[src/rtl/mips_pkg.sv]
// Shared definitions for the register-file write-back path: datapath
// widths, register-file geometry and the write-back arbiter priority type.
package mips_pkg;

    localparam int DATA_W   = 32;
    localparam int ADDR_W   = 5;
    localparam int NUM_REGS = 32;
    localparam int ZERO_REG = 0;

    // Which write-back source wins when both request in the same cycle.
    typedef enum logic {
        PRIO_A = 1'b0,
        PRIO_B = 1'b1
    } prio_e;

    // Round-robin step: the winner of a completed grant drops to low
    // priority; with no grant the priority is left alone.
    function automatic prio_e prio_after(input logic won_a, input logic won_b, input prio_e cur);
        if (won_a) begin
            return PRIO_B;
        end
        if (won_b) begin
            return PRIO_A;
        end
        return cur;
    endfunction

endpackage

[src/rtl/reg_scoreboard.sv]
// Pending-destination scoreboard: one busy bit per architectural register,
// set when a long-latency op issues and cleared when its result is written
// back. Provides the WAW issue stall and the RAW hazard lookup.
module reg_scoreboard
    import mips_pkg::*;
#(
    parameter int AW = ADDR_W
) (
    input  logic          clk,
    input  logic          rst_n,
    input  logic          issue_valid,
    input  logic [AW-1:0] issue_dest,
    output logic          issue_ready,
    input  logic          clr_valid,
    input  logic [AW-1:0] clr_addr,
    input  logic [AW-1:0] chk_rs,
    input  logic [AW-1:0] chk_rt,
    output logic          hazard
);

    localparam int NR = 1 << AW;

    logic [NR-1:0] busy_reg;
    logic [NR-1:0] busy_next;
    logic          issue_fire;

    // A second op may not issue to a register that still has one in flight.
    assign issue_ready = rst_n & ~busy_reg[issue_dest];
    assign issue_fire  = issue_valid & issue_ready;

    genvar gi;
    generate
        for (gi = 0; gi < NR; gi++) begin : g_busy
            if (gi == ZERO_REG) begin : g_zero
                // $zero is never written, so it can never be pending.
                assign busy_next[gi] = 1'b0;
            end else begin : g_bit
                logic set_hit;
                logic clr_hit;
                assign set_hit = issue_fire & (issue_dest == AW'(gi));
                assign clr_hit = clr_valid & (clr_addr == AW'(gi));
                // Set and clear of the same bit cannot coincide: the issue
                // stall keeps a busy register from being re-issued.
                assign busy_next[gi] = set_hit | (busy_reg[gi] & ~clr_hit);
            end
        end
    endgenerate

    // Busy vector register; reset forgets every in-flight destination.
    always_ff @(posedge clk or negedge rst_n) begin
        if (!rst_n) begin
            busy_reg <= '0;
        end else begin
            busy_reg <= busy_next;
        end
    end

    // RAW hazard when either source of the decoding instruction is pending.
    assign hazard = busy_reg[chk_rs] | busy_reg[chk_rt];

endmodule

[src/rtl/regfile_wb_arbiter.sv]
// Register-file write-back arbiter: round-robin between the ALU (A) and
// long-latency (B) write-back ports onto a single registered write port,
// plus a busy scoreboard for long-latency destinations.
module regfile_wb_arbiter #(
    parameter int DATA_W = mips_pkg::DATA_W,
    parameter int ADDR_W = mips_pkg::ADDR_W
) (
    input  logic              clk,
    input  logic              rst_n,
    input  logic              a_valid,
    output logic              a_ready,
    input  logic [ADDR_W-1:0] a_addr,
    input  logic [DATA_W-1:0] a_data,
    input  logic              b_valid,
    output logic              b_ready,
    input  logic [ADDR_W-1:0] b_addr,
    input  logic [DATA_W-1:0] b_data,
    input  logic              issue_valid,
    output logic              issue_ready,
    input  logic [ADDR_W-1:0] issue_dest,
    input  logic [ADDR_W-1:0] chk_rs,
    input  logic [ADDR_W-1:0] chk_rt,
    output logic              hazard,
    output logic              rf_we,
    output logic [ADDR_W-1:0] rf_waddr,
    output logic [DATA_W-1:0] rf_wdata
);

    import mips_pkg::prio_e;
    import mips_pkg::PRIO_A;
    import mips_pkg::PRIO_B;
    import mips_pkg::prio_after;

    localparam logic [ADDR_W-1:0] ZERO_ADDR = ADDR_W'(mips_pkg::ZERO_REG);

    prio_e             prio_reg;
    prio_e             prio_next;
    logic              grant_a;
    logic              grant_b;
    logic              rf_we_reg;
    logic              rf_we_next;
    logic [ADDR_W-1:0] rf_waddr_reg;
    logic [ADDR_W-1:0] rf_waddr_next;
    logic [DATA_W-1:0] rf_wdata_reg;
    logic [DATA_W-1:0] rf_wdata_next;

    // Grant decode: a lone requester always wins, a tie goes to the side
    // holding priority. Nothing is granted while reset is asserted.
    always_comb begin
        grant_a = rst_n & a_valid & (~b_valid | (prio_reg == PRIO_A));
        grant_b = rst_n & b_valid & (~a_valid | (prio_reg == PRIO_B));
    end

    assign a_ready = grant_a;
    assign b_ready = grant_b;

    // Priority next state: only a completed grant moves the pointer.
    always_comb begin
        prio_next = prio_after(grant_a, grant_b, prio_reg);
    end

    // Priority state register; A is favoured out of reset.
    always_ff @(posedge clk or negedge rst_n) begin
        if (!rst_n) begin
            prio_reg <= PRIO_A;
        end else begin
            prio_reg <= prio_next;
        end
    end

    // Write-port next state: writes to $zero are swallowed, and address/data
    // hold their last written value whenever no write is launched.
    always_comb begin
        rf_we_next    = 1'b0;
        rf_waddr_next = rf_waddr_reg;
        rf_wdata_next = rf_wdata_reg;
        if (grant_a && (a_addr != ZERO_ADDR)) begin
            rf_we_next    = 1'b1;
            rf_waddr_next = a_addr;
            rf_wdata_next = a_data;
        end else if (grant_b && (b_addr != ZERO_ADDR)) begin
            rf_we_next    = 1'b1;
            rf_waddr_next = b_addr;
            rf_wdata_next = b_data;
        end
    end

    // Registered write port: one cycle from grant to register-file write.
    always_ff @(posedge clk or negedge rst_n) begin
        if (!rst_n) begin
            rf_we_reg    <= 1'b0;
            rf_waddr_reg <= '0;
            rf_wdata_reg <= '0;
        end else begin
            rf_we_reg    <= rf_we_next;
            rf_waddr_reg <= rf_waddr_next;
            rf_wdata_reg <= rf_wdata_next;
        end
    end

    assign rf_we    = rf_we_reg;
    assign rf_waddr = rf_waddr_reg;
    assign rf_wdata = rf_wdata_reg;

    // Busy tracking: issues mark a destination, B write-backs release it.
    reg_scoreboard #(
        .AW(ADDR_W)
    ) u_scoreboard (
        .clk         (clk),
        .rst_n       (rst_n),
        .issue_valid (issue_valid),
        .issue_dest  (issue_dest),
        .issue_ready (issue_ready),
        .clr_valid   (grant_b),
        .clr_addr    (b_addr),
        .chk_rs      (chk_rs),
        .chk_rt      (chk_rt),
        .hazard      (hazard)
    );

endmodule

[config.mk]
export PLATFORM = sky130hd
export DESIGN_NAME = regfile_wb_arbiter
export DESIGN_NICKNAME = d
export VERILOG_FILES = /design/src/rtl/mips_pkg.sv /design/src/rtl/reg_scoreboard.sv /design/src/rtl/regfile_wb_arbiter.sv
export SDC_FILE = /design/constraint.sdc
export NUM_CORES = 1
export LEC_CHECK = 0
export CORE_ASPECT_RATIO = 1.2
export CORE_MARGIN = 5
export CORE_UTILIZATION = 25
export CTS_BUF_LIST = sky130_fd_sc_hd__clkbuf_8
export CTS_CLUSTER_DIAMETER = 30
export CTS_CLUSTER_SIZE = 14
export DETAILED_ROUTE_END_ITERATION = 10
export GPL_ROUTABILITY_DRIVEN = 0
export PLACE_DENSITY = 0.49
export SLEW_MARGIN = 20
export SYNTH_ARGS = -nofsm -noshare
export SYNTH_HDL_FRONTEND = slang
export SYNTH_SLANG_ARGS = --single-unit
[constraint.sdc]
create_clock -name clk -period 1.6 [get_ports clk]
set_input_delay 0.16 -clock clk [delete_from_list [all_inputs] [get_ports clk]]
set_output_delay 0.16 -clock clk [all_outputs]
set_load 0.1 [all_outputs]
==> metrics.txt <==
CTS max path bufs=2; #FFs+latches synth=70; final worst path period share=145%; CTS sink count=70; required time of the critical path=1440 ps; Placed Cells=838; final hold vios=0; Core ar.=between 15,000 and 20,000 µm²; final setup fails=10; vias in the first global route=4,953; # DRC=0; final setup margin=-713 ps; Synth Flop Type=dfrtp_1; Synth area leader=dfrtp_1; area of the mapped netlist=roughly 4400 µm²; skew final=8.31 ps; Critical Path End Type=output pin; Fill cells=approximately 1,700; Worst-path clk slew=approximately 90 ps; Synth-to-Final Area Change=68.1%; top cell type's share of synthesized area=between 40% and 50%; DIE AREA=20,300 µm²; via/cell ratio=5.41; failing checks=negative setup slack; Cell Pwr Density=1180 nW/µm²; Setup crit start kind=flip-flop; share of cells above drive strength 1=33.1%; WL final=16,900 µm; first-pass GRT wire length=26,800 µm; WL/cell=19.6 µm; Max Slew Vio Count=0; synthesized instance count=449; Vias=4,666; largest net degree at the start of global routing=52; Worst Hold Class=in2reg; crit path DAT=around 2200 ps; ys async rst share=100%; Max-slew headroom=approximately 64%; die width=131 µm; Leakage Power=just under 3 nW; top post-synthesis cells by area=dfrtp_1 (40%), mux4_2 (11%), o21ai_0 (8.7%), a211oi_1 (6.3%), a31oi_1 (5.1%); ant diodes=0; max reg flops=32; kind of critical path=reg2out; crit path time final=2310 ps; Site Rows=53; Netlist cell types=44; initial cell density of the core=approximately a quarter; Post-synth EDFFs=0; Ys Warns=0; Post-layout nets=732; IO Count=136; worst-skew pair later-pin latency=340 ps; RSZ-0062 raised after global routing=yes; max capacitance violation total=0; Post-Syn Area per Cell=9.75 µm²; total track usage=16.7%; worst slew pin tran=534 ps; status=finished, violations left; register area share after synthesis=40.0%; fmax=432 MHz; Iter 0 DRT Violations=about 330; detailed placement HPWL=12,800 µm; Port Buffer Count=135; gr ovfl total=0; most frequent cells in the layout=clkdlybuf4s50_1 (88), o21ai_0 (76), buf_4 (67); Clock Tree Root=clkbuf_8; VDD IR max=0.617 mV; CTS Buf Count=9; Layout Utilization=roughly 42%; initial antenna violation count=0; Final Non-Filler Cells=863; Post-Place Setup Slack=-787 ps; Cell Area, Placed=about 7000 µm²; post-route cell area=roughly 7400 µm²; Die Ht=155 µm; syn nets=543; Antenna Violating Nets Remaining=0; CTS tree=built; H-tree lvl count=3; most common cell after layout, fill and taps aside=clkdlybuf4s50_1; crit path max fanout=4; first-pass detailed-route iteration total=4; Setup TNS=-3420 ps
-- timing repair --
action / in CTS / in global routing
buffers inserted: 1 / 8
setup endpoints to repair: 22 / 34
pin swaps: 5 / 7
endpoints found under the hold margin: 66 / 0
gates resized for setup: 23 / 25
hold buffers: 1 / 0
-- final cells by class --
type	count	area [µm²]	share of cell area [%]
Clock buffer	10	138	1.87
Clock inverter	6	61.3	0.833
Inverter	5	18.8	0.255
Multi-Input combinational cell	330	2530	34.3
Sequential cell	70	1760	23.9
Tap cell	220	275	3.74
Timing Repair Buffer	222	2580	35.1
-- per-layer routing --
metal	up-vias	global-route usage, %	wire length, µm
li1	2123	-	-
met1	2300	20.5	6560
met2	208	26.5	8220
met3	35	6.59	1600
met4	0	6.42	502
met5	-	0	0
-- Yosys cell counts, drive strengths merged (5+ instances only) --
cell type  count
a211oi        37
a22oi          6
a31oi         36
and2           5
buf           18
clkbuf        26
dfrtp         70
inv            5
mux2i         12
mux4          22
nand2         11
nand2b        11
nand3         38
nand4          5
nor2           6
nor2b          5
o21ai         93
or2            7
-- cell families (layout without fill, tap and decap cells) --
| group | after synthesis | count (layout) | share of synthesized area (%) |
|---|---|---|---|
| muxes | 36 | 36 | 14.6 |
| buffers and inverters | 49 | 243 | 5.43 |
| and+or+nand+nor | 109 | 109 | 14.5 |
| DFF | 70 | 70 | 40.0 |
| AOI/OAI and AO/OA | 185 | 185 | 25.5 |
-- critical path, stage by stage, from the launching register on --
cell and delay (ps):
dfrtp_1 420, mux4_2 500, a22oi_2 180, nand4_1 120
or3_4 410, buf_12 170
-- worst paths after layout --
path	cells past startpoint	to	from	slack (ps)
worst min-delay path	3	rf_wdata[23]	a_data[23]	390
worst max-delay path	5	hazard	u_scoreboard.busy_reg[13]	-710
worst min register to register	1	prio_reg	prio_reg	500
max in group asynchronous	3	rf_wdata[6]	rst_n	660
worst max register to register	5	u_scoreboard.busy_reg[26]	u_scoreboard.busy_reg[25]	-340
min in group asynchronous	3	prio_reg	rst_n	520
-- power breakdown --
| group | switching, W | internal [W] |
|---|---|---|
| sequential | 0.000469 | 0.00215 |
| clock | 0.000707 | 0.000758 |
| combinational | 0.00264 | 0.00194 |
| total | 0.00382 | 0.00484 |
-- metrics by stage --
step                      power [W]  hold slack (ps)
after floorplan             0.00503             -136
after global placement      0.00705              290
after detailed placement    0.00708              303
after CTS                   0.00861              365
after global routing        0.00903              370
final                       0.00866              386
No activity file was read; power rests on OpenSTA's default activity.
